## config.mk

```make
export PLATFORM = sky130hd
export DESIGN_NAME = booth_ctrl
export DESIGN_NICKNAME = d
export VERILOG_FILES = /design/src/rtl/booth_pkg.sv /design/src/rtl/booth_ctrl.sv
export SDC_FILE = /design/constraint.sdc
export NUM_CORES = 1
export LEC_CHECK = 0
export ABC_AREA = 1
export ABC_CLOCK_PERIOD_IN_PS = 1900
export BUFFER_PORTS_ARGS = -buffer_cell sky130_fd_sc_hd__buf_2
export CAP_MARGIN = 25
export CORE_MARGIN = 4
export CORE_UTILIZATION = 26
export DETAILED_ROUTE_END_ITERATION = 6
export PLACE_DENSITY = 0.51
export SLEW_MARGIN = 20
export SYNTH_ARGS = -nofsm -noshare
export SYNTH_HDL_FRONTEND = slang
export SYNTH_SLANG_ARGS = --single-unit
```

## constraint.sdc

```tcl
create_clock -name clk -period 1.9 [get_ports clk]
set_clock_uncertainty 0.2 [all_clocks]
set_input_delay 0.095 -clock clk [delete_from_list [all_inputs] [get_ports clk]]
set_output_delay 0.095 -clock clk [all_outputs]
set_load 0.005 [all_outputs]
```

## src/rtl/booth_pkg.sv

```systemverilog
// Shared definitions for the Booth radix-2 multiplier controller.
package booth_pkg;

  // Operand width; also the datapath counter load value and the shift limit.
  localparam int BOOTH_WIDTH = 16;

  // Controller states. The encoding is fixed so it can be observed on a debug port.
  typedef enum logic [2:0] {
    IDLE  = 3'd0,
    GET_Q = 3'd1,
    EVAL  = 3'd2,
    SHIFT = 3'd3,
    DONE  = 3'd4,
    ERR   = 3'd5
  } booth_state_e;

  // addsub strobe polarity seen by the datapath ALU.
  localparam logic ALU_SUB = 1'b0;
  localparam logic ALU_ADD = 1'b1;

endpackage

```

## src/rtl/booth_ctrl.sv

```systemverilog
// Sequencing controller for the 16-bit Booth radix-2 multiplier datapath.
// Two operand beats on data_in (multiplicand, then multiplier), WIDTH Booth
// iterations, then the product {A,Q} is offered with a valid/ready handshake.
//
// Handshake: an operand beat transfers on a cycle where in_valid && in_ready;
// the product transfers on a cycle where out_valid && out_ready. out_valid
// holds steady until taken, and err qualifies the transfer when out_valid=1.
module booth_ctrl
  import booth_pkg::*;
#(
  parameter int WIDTH = BOOTH_WIDTH
) (
  input  logic       clk,
  input  logic       rst,
  input  logic       in_valid,
  output logic       in_ready,
  output logic       out_valid,
  input  logic       out_ready,
  input  logic       abort,
  output logic       busy,
  output logic       err,
  input  logic       q0,
  input  logic       qm1,
  input  logic       eqz,
  output logic       lda,
  output logic       ldq,
  output logic       ldm,
  output logic       clra,
  output logic       clrq,
  output logic       clrff,
  output logic       sfta,
  output logic       sftq,
  output logic       addsub,
  output logic       decr,
  output logic       ldcnt,
  output logic [2:0] state_o
);

  localparam int IW = $clog2(WIDTH + 1);
  localparam logic [IW-1:0] ITER_MAX = IW'(WIDTH);
  localparam logic [IW-1:0] ITER_ONE = IW'(1);

  localparam logic [2:0] ST_IDLE  = IDLE;
  localparam logic [2:0] ST_GET_Q = GET_Q;
  localparam logic [2:0] ST_EVAL  = EVAL;
  localparam logic [2:0] ST_SHIFT = SHIFT;
  localparam logic [2:0] ST_DONE  = DONE;
  localparam logic [2:0] ST_ERR   = ERR;

  logic [2:0]    state_q, state_d;
  logic [IW-1:0] iter_q, iter_d;
  logic [IW-1:0] iter_inc;

  // Shift count saturates so a stuck counter cannot wrap the watchdog.
  assign iter_inc = (iter_q == ITER_MAX) ? iter_q : iter_q + ITER_ONE;

  assign busy    = (state_q == ST_EVAL) || (state_q == ST_SHIFT);
  assign state_o = state_q;

  // Next-state and strobe decode; abort overrides everything outside IDLE.
  always_comb begin
    state_d   = state_q;
    iter_d    = iter_q;
    in_ready  = 1'b0;
    out_valid = 1'b0;
    err       = 1'b0;
    lda       = 1'b0;
    ldq       = 1'b0;
    ldm       = 1'b0;
    clra      = 1'b0;
    clrq      = 1'b0;
    clrff     = 1'b0;
    sfta      = 1'b0;
    sftq      = 1'b0;
    addsub    = ALU_SUB;
    decr      = 1'b0;
    ldcnt     = 1'b0;

    if (abort && (state_q != ST_IDLE)) begin
      clra    = 1'b1;
      clrq    = 1'b1;
      clrff   = 1'b1;
      state_d = ST_IDLE;
    end else begin
      case (state_q)
        ST_IDLE: begin
          in_ready = 1'b1;
          if (in_valid) begin
            ldm     = 1'b1;
            state_d = ST_GET_Q;
          end
        end
        ST_GET_Q: begin
          in_ready = 1'b1;
          if (in_valid) begin
            ldq     = 1'b1;
            clra    = 1'b1;
            clrff   = 1'b1;
            ldcnt   = 1'b1;
            iter_d  = '0;
            state_d = ST_EVAL;
          end
        end
        ST_EVAL: begin
          if (eqz) begin
            state_d = ST_DONE;
          end else if (iter_q == ITER_MAX) begin
            // Counter never reached zero after WIDTH shifts: datapath is stuck.
            state_d = ST_ERR;
          end else if ({q0, qm1} == 2'b10) begin
            lda     = 1'b1;
            addsub  = ALU_SUB;
            state_d = ST_SHIFT;
          end else if ({q0, qm1} == 2'b01) begin
            lda     = 1'b1;
            addsub  = ALU_ADD;
            state_d = ST_SHIFT;
          end else begin
            sfta   = 1'b1;
            sftq   = 1'b1;
            decr   = 1'b1;
            iter_d = iter_inc;
          end
        end
        ST_SHIFT: begin
          sfta    = 1'b1;
          sftq    = 1'b1;
          decr    = 1'b1;
          iter_d  = iter_inc;
          state_d = ST_EVAL;
        end
        ST_DONE: begin
          out_valid = 1'b1;
          if (out_ready) state_d = ST_IDLE;
        end
        ST_ERR: begin
          out_valid = 1'b1;
          err       = 1'b1;
          if (out_ready) state_d = ST_IDLE;
        end
        default: state_d = ST_IDLE;
      endcase
    end
  end

  // State and iteration registers with asynchronous reset.
  always_ff @(posedge clk or posedge rst) begin
    if (rst) begin
      state_q <= ST_IDLE;
      iter_q  <= '0;
    end else begin
      state_q <= state_d;
      iter_q  <= iter_d;
    end
  end

endmodule

```

Word level (Yosys, flattened, before mapping)
Cells that the tools add are included.

Input bits: 8. Register bits: 8. Output and inout port bits: 18. Logic and storage cells: 76.

Reductions and logical operators: 9. $add $sub $neg: 1. Bitwise gates (word level): 1. Equal/unequal tests: 17. Multiplexer cells: 46.

Operator list (count): $mux 5 (6); $mux 1 (29); $mux 3 (8); $pmux 3 s5 (1); $pmux 5 s3 (1); $ne 2x2->1 const B (5); $reduce_and 7->1 (1); $eq 3x2->1 const B (2); $eq 3x3->1 const B (2); $ne 3x3->1 const B (2); $ne 6x3->1 const B (1); $reduce_bool 3->1 (2); $add 5x1->5 const B (1); $eq 5x5->1 const B (1); $reduce_and 4->1 (1); $reduce_or 2->1 (2); $eq 3x1->1 const B (1); $logic_not 3->1 (1); $ne 3x1->1 const B (1); $eq 2x1->1 const B (1); $eq 2x2->1 const B (1); $pmux 1 s2 (1); $logic_and 1x1->1 (1); $logic_or 1x1->1 (1); $not 1->1 (1).

Depth between registers and ports, before layout
Gate-level depths: netlist of the first run.

Word-level depth: 7. Depth in mapped cells: 10. Depth with buffers taken out: 10.

Least setup slack after synthesis of the first run
OpenSTA, ideal clock, no wires.

Kind: flip-flop to output port. Start: register iter_q[0]. End: output port sfta. Path buffers: 1. Data arrival time: 1.400 ns. Cell stages (with the launch flop): 9. Setup slack: 0.205 ns. Data required time: 1.605 ns. Cells stage by stage: dfrtp_1 -> inv_1 -> ha_1 -> nand2_1 -> inv_1 -> nand2_1 -> nand3_1 -> a211oi_1 -> buf_4.

Cells in the longest elaborated chain, start to end: 5.

Ends and longest elaborated chain: start, declared (line booth_ctrl.sv:51) `logic [IW-1:0] iter_q, iter_d;`; start signal, assigned (line booth_ctrl.sv:153) `iter_q <= iter_d;`; $eq 5x5->1 (line booth_ctrl.sv:107) `end else if (iter_q == ITER_MAX) begin`; $mux 1 (2 in a row); $pmux 1 s2; $mux 1; end, declared (line booth_ctrl.sv:31) `output logic sfta,`.

No other way between the ends.

Final worst setup path of the first run
Start: register iter_q[0]. End: output port sfta.

Cells in the longest elaborated chain, start to end: 5.

Ends and longest elaborated chain: $eq 5x5->1 (line booth_ctrl.sv:107); $mux 1 (line booth_ctrl.sv:107); $mux 1 (line booth_ctrl.sv:105) `if (eqz) begin`; $pmux 1 s2 (line booth_ctrl.sv:85) `case (state_q)`; $mux 1 (line booth_ctrl.sv:79) `if (abort && (state_q != ST_IDLE)) begin`.

No other way between the ends.

==> results of run 1 <==
[sequential cells by signal, summed over array words and instances (netlist names)]
register,flops
iter_q,5
state_o,3
[final cells by class]
cell class / instances / area (sq um) / area share [%]
repair buffers: 31 / 175 / 17.4
flip-flops and latches: 8 / 200 / 19.9
clock buffers: 3 / 22.5 / 2.23
multi-input cells: 84 / 493 / 48.9
inverters: 21 / 78.8 / 7.82
well taps: 31 / 38.8 / 3.85
[cell usage after synthesis, drive strengths merged]
cell    number
a21oi        6
nand3       16
o21ai        4
dfrtp        8
ha           4
a211oi       1
nor2        16
o31ai        1
nand2       30
nand4        3
inv         21
o21bai       1
buf          5
or2          2
[report_power, final]
group,switching [uW],leakage (uW),internal (uW),total [uW]
sequential,50.1,0.000108,213,263
clock,49.7,0.0000138,71.7,121
combinational,431,0.000434,293,724
[cell families after synthesis]
| logic type | share of synthesized area (%) |
|---|---|
| and+or+nand+nor | 43.0 |
| buffers and inverters | 14.5 |
| AOI/OAI and AO/OA | 10.7 |
| DFF | 25.5 |
| adders and majority gates | 6.37 |
[worst min path at each step]
stage	start	to	slack, ps	cells past startpoint
5_1_grt	in_valid	state_o[1]	60	3
2_1_floorplan	rst	iter_q[0]	-290	1
3_3_place_gp	rst	iter_q[3]	-150	2
4_1_cts	in_valid	state_o[1]	30	3
3_5_place_dp	rst	iter_q[3]	-150	2
6_report	in_valid	state_o[1]	40	3
[per-stage QoR]
| step | util, % | hold WS, ps | power (uW) | setup WS, ps | cells |
|---|---|---|---|---|---|
| floorplan | - | -289 | 759 | 205 | 118 |
| global placement | 32.6 | -152 | 949 | 181 | 170 |
| detailed placement | 32.6 | -150 | 947 | 162 | 170 |
| CTS | 34.8 | 34.6 | 1120 | 56.6 | 177 |
| global route | 35.6 | 58.2 | 1230 | 7.37 | 178 |
| finish | 35.6 | 37.4 | 1110 | 116 | 178 |
[routing by layer]
layer | global-route usage [%] | vias to the layer above | part of all wire, %
met4 | 2.48 | 0 | 0.61
met2 | 19.4 | 27 | 51
met1 | 12.3 | 368 | 43
li1 | - | 433 | -
met5 | 0 | - | 0
met3 | 3.06 | 2 | 5.5
[repair_timing]
action	CTS	global route
hold buffers	2	0
resized for setup	1	7
pin swaps	0	1
setup buffers	2	1
endpoints found under the setup margin	5	5
gates cloned	0	0
endpoints found under the hold margin	9	0
[worst max-delay path, stage by stage, from the launching register on]
cell      delay (ps)
dfrtp_1          360
inv_1             50
ha_2             170
nand2_2           60
inv_2             50
nand2_2           60
nand3_2           60
a211oi_2         260
buf_2            160
==> impl_metrics.toml, run 1 <==
[flow_run]
drv_cap = 0

[logic_synthesis]
synth_top_area_share_pct = 25.5
syn_inst = 118
synth_area_per_cell_sq_um = 6.66
ys_seq_area_share_pct = 25.5
synth_nets = 130
ys_top_cells_by_area = "dfrtp_1, nand2_1, nand3_1"
ys_types = 21
synth_seq_cells = 8
syn_area_sq_um = 786
yosys.area.top_type = "dfrtp_1"
yosysWarnings = 0

[global_routing]
grt_pass1_wl_um = 3460
grt_max_degree = 11
grt.overflow.total = 0
grtUsageTotal_pct = 10.7
antenna_found_initial = 0
grt_pass1_vias = 837

[place]
place_congestion = 0.760
portBuffers = 25
hpwl_um = 1590
placed_cell_area_sq_um = 922

[routing]
drt_pass1_iterations = 4
drt-total-wl_um = 1980
postRouteAntennaNets = 0
avgRoutedWirePerCell_um = 11.1
drc = 0
routed_via_density = 4.66
vias = 830
drt-initial-drc-count = 8

[critical_path]
timing.critical_path.from = "iter_q[0]"
crit_fanout = 3
rr_worst_depth = 11
path_class = "reg2out"
r2r_setup_slack_ps = 260
critPathArrivalTime_ps = 1490
crit_path_end_kind = "output pin"
reg2reg_to = "iter_q[1]"
crit_path_start_kind = "flop"
r2r_start = "iter_q[0]"
critPathRequiredTime_ps = 1600
endpoint = "sfta"

[timing]
tightest_slew_ps = 322
rsz0062_at_grt = "false"
fin_setup_tns_ps = 0
relSlewSlack_pct = 78.5
post-route-min-period_ps = 1780
setup_viol = 0
drv_slew = 0
fin_crit_sh_pct = 93.9
timing.fmax_mhz = 561
final-hold-violation-count = 0

[cells_and_area]
nNetsFinal = 161
final_layout_size_suffix_gt1_share_pct = 36.1
area_growth_pct = 28.3
layout_common_cells = "buf_2, nand2_1, inv_1, nand3_1, nor2_1"
fillers = 301
final_common_cell = "buf_2"
final_area_sq_um = 1010
n_antenna_cell = 0

[cts]
clk_pin_slew_ps = 50
cts_buffer_depth = 2
cts_buffers = 3
cts_tree = "done"
htreeDepth = 1
worst_skew_pair.late_latency_ps = 250
cts.sinks = 8
clock-root-buffer = "clkbuf_4"

[die]
die-area_sq_um = 3970
core.rowCount = 19
fp.dieW_um = 63.0
coreArea_sq_um = 2830
start_util_pct = 27.8
die_h_um = 63.0
num_io_pins = 26

[pwr]
vdd_drop_max_mv = 0.487
leakagePower_uw = 0.000556
powerDensity_nw_per_um2 = 1100

[outcome]
outcome = "completed"

[worst_hold_path]
hold_path_class = "in2reg"
Power figures use the tool's default switching activity.
==> run 2: changes to the inputs <==
Settings changed: SETUP_SLACK_MARGIN set to 0.3.
==> impl_metrics.toml, run 2 (synthesized netlist as in run 1, its figures left out) <==
[die]
fp.dieW_um = 63.0
die-area_sq_um = 3970
core.rowCount = 19
start_util_pct = 27.8
coreArea_sq_um = 2830
die_h_um = 63.0
num_io_pins = 26

[routing]
routed_via_density = 4.75
avgRoutedWirePerCell_um = 11.3
drt_pass1_iterations = 4
drt-total-wl_um = 2060
vias = 865
drt-initial-drc-count = 26
postRouteAntennaNets = 0
drc = 0

[cts]
cts_buffers = 3
clk_pin_slew_ps = 50
cts_tree = "done"
cts.sinks = 8
htreeDepth = 1
worst_skew_pair.late_latency_ps = 240
cts_buffer_depth = 2
clock-root-buffer = "clkbuf_4"

[global_routing]
grt_pass1_wl_um = 3490
grtUsageTotal_pct = 10.6
grt.overflow.total = 0
grt_max_degree = 11
antenna_found_initial = 0
grt_pass1_vias = 846

[critical_path]
path_class = "reg2out"
crit_path_end_kind = "output pin"
crit_path_start_kind = "flop"
critPathRequiredTime_ps = 1600
critPathArrivalTime_ps = 1460
crit_fanout = 3

[place]
portBuffers = 25
placed_cell_area_sq_um = 920
place_ws_ps = 195
place_congestion = 0.827
hpwl_um = 1550
place_inst = 169

[timing]
drv_slew = 0
fin_hold_ws_ps = 40.6
fin_crit_sh_pct = 92.2
relSlewSlack_pct = 79.9
final-hold-violation-count = 0
timing.fmax_mhz = 571
setup_slack_ps = 149
rsz0062_at_grt = "true"
tightest_slew_ps = 302
setup_viol = 0
fin_setup_tns_ps = 0
post-route-min-period_ps = 1750

[cells_and_area]
fillers = 301
top_register = "iter_q"
n_antenna_cell = 0
layout_common_cells = "buf_2, inv_1, nand2_1, nand3_1"
area_growth_pct = 37.7
final_area_sq_um = 1080
largest_reg_flops = 5
fin_cells = 182
final_layout_size_suffix_gt1_share_pct = 45.0
nNetsFinal = 165
final_common_cell = "buf_2"

[flow_run]
drv_cap = 0

[outcome]
outcome = "completed"

[worst_hold_path]
hold_path_class = "in2reg"

[pwr]
leakagePower_uw = 0.000578
vdd_drop_max_mv = 0.428
powerDensity_nw_per_um2 = 1090
-- run 2: final timing paths --
kind                       cells past startpoint    endpoint       from  slack [ps]
setup reg to reg                              11   iter_q[2]  iter_q[0]         210
hold / removal                                 3  state_o[2]        eqz          40
max in group asynchronous                      3  state_o[1]        rst        1120
min in group asynchronous                      3   iter_q[1]        rst         130
setup / recovery                               8        sftq  iter_q[0]         150
hold reg to reg                                2   iter_q[4]  iter_q[4]         350
-- run 2: cell type report --
class / instances / area [sq um] / area share (%)
flip-flops and latches: 8 / 203 / 18.7
clock buffers: 3 / 22.5 / 2.08
well taps: 31 / 38.8 / 3.58
inverters: 21 / 81.3 / 7.51
repair buffers: 35 / 209 / 19.3
multi-input cells: 84 / 528 / 48.8
-- run 2: critical path, stage by stage (launching register included) --
cell and delay, ps:
dfrtp_1 350, inv_1 50, ha_2 170, nand2_2 80, inv_4 50, nand2_4 60
nand3_2 60, a211oi_2 230, buf_2 160
-- run 2: routing by layer --
metal  global-route usage, %  vias up  share of wire [%]
met5                       0        -                  0
met4                    2.48        0                2.0
met3                    1.26        6                3.9
met2                    20.2       18                 49
met1                    12.3      398                 45
li1                        -      443                  -
-- run 2: through the flow --
step / total power [uW] / utilization (%)
2_1_floorplan: 763 / -
3_3_place_gp: 948 / 32.5
3_5_place_dp: 942 / 32.5
4_1_cts: 1110 / 35.5
5_1_grt: 1290 / 38.3
6_report: 1180 / 38.3
-- run 2: power breakdown --
group,leakage [uW],internal (uW),switching [uW]
registers,0.000105,215,60.6
clock network,0.0000138,71.8,50.3
logic,0.000460,320,457
-- run 2: repair_timing --
action,CTS,global route
endpoints found under the hold margin,9,0
gates resized for setup,5,17
pin swaps,2,5
endpoints found under the setup margin,11,19
hold buffers,2,0
buffers inserted,4,4
==> run 3: changes to the inputs <==
Settings changed: ABC_CLOCK_PERIOD_IN_PS 1900 to 2000, BUFFER_PORTS_ARGS -buffer_cell sky130_fd_sc_hd__buf_2 to -buffer_cell sky130_fd_sc_hd__buf_4.
Clock period 1.9 ns to 2 ns, I/O delays scaled along.
==> impl_metrics.toml, run 3 (synthesized netlist as in run 1, its figures left out) <==
[pwr]
power.net_switching_uw = 547
p_comb_share_pct = 65.9
intPower_uw = 599
p_seq_share_pct = 23.9
leakagePower_uw = 0.000569
swShare_pct = 47.7
pwr-share-clk_pct = 10.2
vdd_drop_max_mv = 0.566
powerDensity_nw_per_um2 = 1030

[die]
die-area_sq_um = 3970
fp.dieW_um = 63.0
die_h_um = 63.0
coreArea_sq_um = 2830
num_io_pins = 26
start_util_pct = 27.8
core.rowCount = 19

[timing]
timing.fmax_mhz = 566
fin_crit_sh_pct = 88.3
final-hold-violation-count = 0
setup_viol = 0
tightest_slew_ps = 298
rsz0062_at_grt = "true"
post-route-min-period_ps = 1770
drv_slew = 0
relSlewSlack_pct = 80.1
fin_setup_tns_ps = 0

[place]
hpwl_um = 1650
placed_cell_area_sq_um = 977
place_congestion = 0.789
portBuffers = 25

[cts]
worst_skew_pair.late_latency_ps = 240
cts_buffers = 3
clock-root-buffer = "clkbuf_4"
clk_pin_slew_ps = 50
cts.sinks = 8
cts_tree = "done"
htreeDepth = 1
cts_buffer_depth = 2

[critical_path]
timing.critical_path.from = "iter_q[1]"
path_class = "reg2out"
cpMaxStageDelayCell = "dfrtp_1"
crit_family = "flip-flops"
crit_buf_inv = 3
critPathRequiredTime_ps = 1700
crit_path_end_kind = "output pin"
cp_cell_sequence = "inv_1, ha_2, nand2_2, inv_2, nand2_4, nand3_4, a211oi_4, buf_4"
max_stage_delay_ps = 340
crit_path_start_kind = "flop"
r2r_start = "iter_q[1]"
crit_fanout = 3
critPathArrivalTime_ps = 1470

[routing]
drt_pass1_iterations = 4
drt-initial-drc-count = 14
avgRoutedWirePerCell_um = 12.1
postRouteAntennaNets = 0
drt-total-wl_um = 2170
drc = 0
vias = 832
routed_via_density = 4.65

[global_routing]
grt_max_degree = 11
grtUsageTotal_pct = 11.6
grt_pass1_vias = 876
grt_pass1_wl_um = 3750
grt.overflow.total = 0
antenna_found_initial = 0

[flow_run]
drv_cap = 0

[cells_and_area]
multi_input_area_sq_um = 520
area_growth_pct = 41.7
top_register = "iter_q"
nNetsFinal = 162
largest_reg_flops = 5
regArea_sq_um = 205
n_antenna_cell = 0
fillers = 291
layout_common_cells = "buf_4, nand2_1, inv_1, nand3_1, nor2_1"
final_layout_size_suffix_gt1_share_pct = 40.5
final_common_cell = "buf_4"
final_area_sq_um = 1110

[worst_hold_path]
hold_path_class = "in2reg"
min_from = "eqz"

[outcome]
outcome = "completed"
-- run 3: cell count changes in the layout (fill, tap and decap cells not counted), moves of 2 or more --
cell     before  now
dfrtp_1       6    4
dfrtp_2       2    4
nand2_1      16   21
nand2_2      11    6
buf_2        25    0
buf_4         7   30
-- run 3: layout make-up --
class                      instances  share of cell area [%]
tap                               31                    3.48
inverter                          21                    7.30
clock buffer                       3                    2.02
sequential                         8                    18.4
timing repair buffer              32                    22.0
multi-input combinational         84                    46.7
-- run 3: routing by layer --
| metal | global-route usage, % | share of wire (%) | wire [um] | vias up |
|---|---|---|---|---|
| li1 | - | - | - | 429 |
| met1 | 12.9 | 42 | 914 | 377 |
| met2 | 21.9 | 53 | 1140 | 24 |
| met3 | 3.24 | 4.8 | 104 | 2 |
| met4 | 2.20 | 0.55 | 12 | 0 |
| met5 | 0 | 0 | 0 | - |
-- run 3: final timing paths --
| path | end | slack [ps] | cells past startpoint |
|---|---|---|---|
| max in group asynchronous | state_o[2] | 1200 | 3 |
| setup / recovery | sfta | 230 | 8 |
| setup reg to reg | iter_q[1] | 290 | 11 |
| hold reg to reg | iter_q[4] | 370 | 2 |
| min in group asynchronous | iter_q[3] | 150 | 3 |
| hold / removal | state_o[2] | 10 | 3 |
-- run 3: worst register-to-register path: stages (launching register included) --
cell and delay [ps]:
dfrtp_1 340, inv_1 50, ha_2 170, nand2_2 60, inv_2 50, nand2_4 70
buf_4 100, nand2_1 70, o21bai_4 260, nand2_4 100, nand2_1 60, nand2_1 50
-- run 3: repair_timing --
item,CTS,global route
endpoints found under the setup margin,11,18
buffers inserted,3,2
hold endpoints to repair,9,0
hold buffers,2,0
pin swaps,2,3
resized for setup,6,12
-- run 3: per-stage QoR --
step / hold slack [ps] / utilization (%) / setup slack [ps] / total power [uW] / cells
floorplan: -284 / - / 300 / 721 / 118
global placement: -141 / 34.5 / 251 / 956 / 169
detailed placement: -130 / 34.5 / 199 / 956 / 169
CTS: 27.8 / 37.5 / 185 / 1120 / 177
global route: 70.7 / 39.4 / 136 / 1260 / 179
finish: 13.9 / 39.4 / 234 / 1150 / 179
-- run 3: power groups by stage --
| stage | Combinational [uW] | Sequential (uW) | Clock (uW) |
|---|---|---|---|
| 2_1_floorplan | 458 | 263 | 0 |
| 3_3_place_gp | 678 | 278 | 0 |
| 3_5_place_dp | 675 | 281 | 0 |
| 4_1_cts | 735 | 263 | 124 |
| 5_1_grt | 842 | 283 | 138 |
| 6_report | 755 | 274 | 117 |
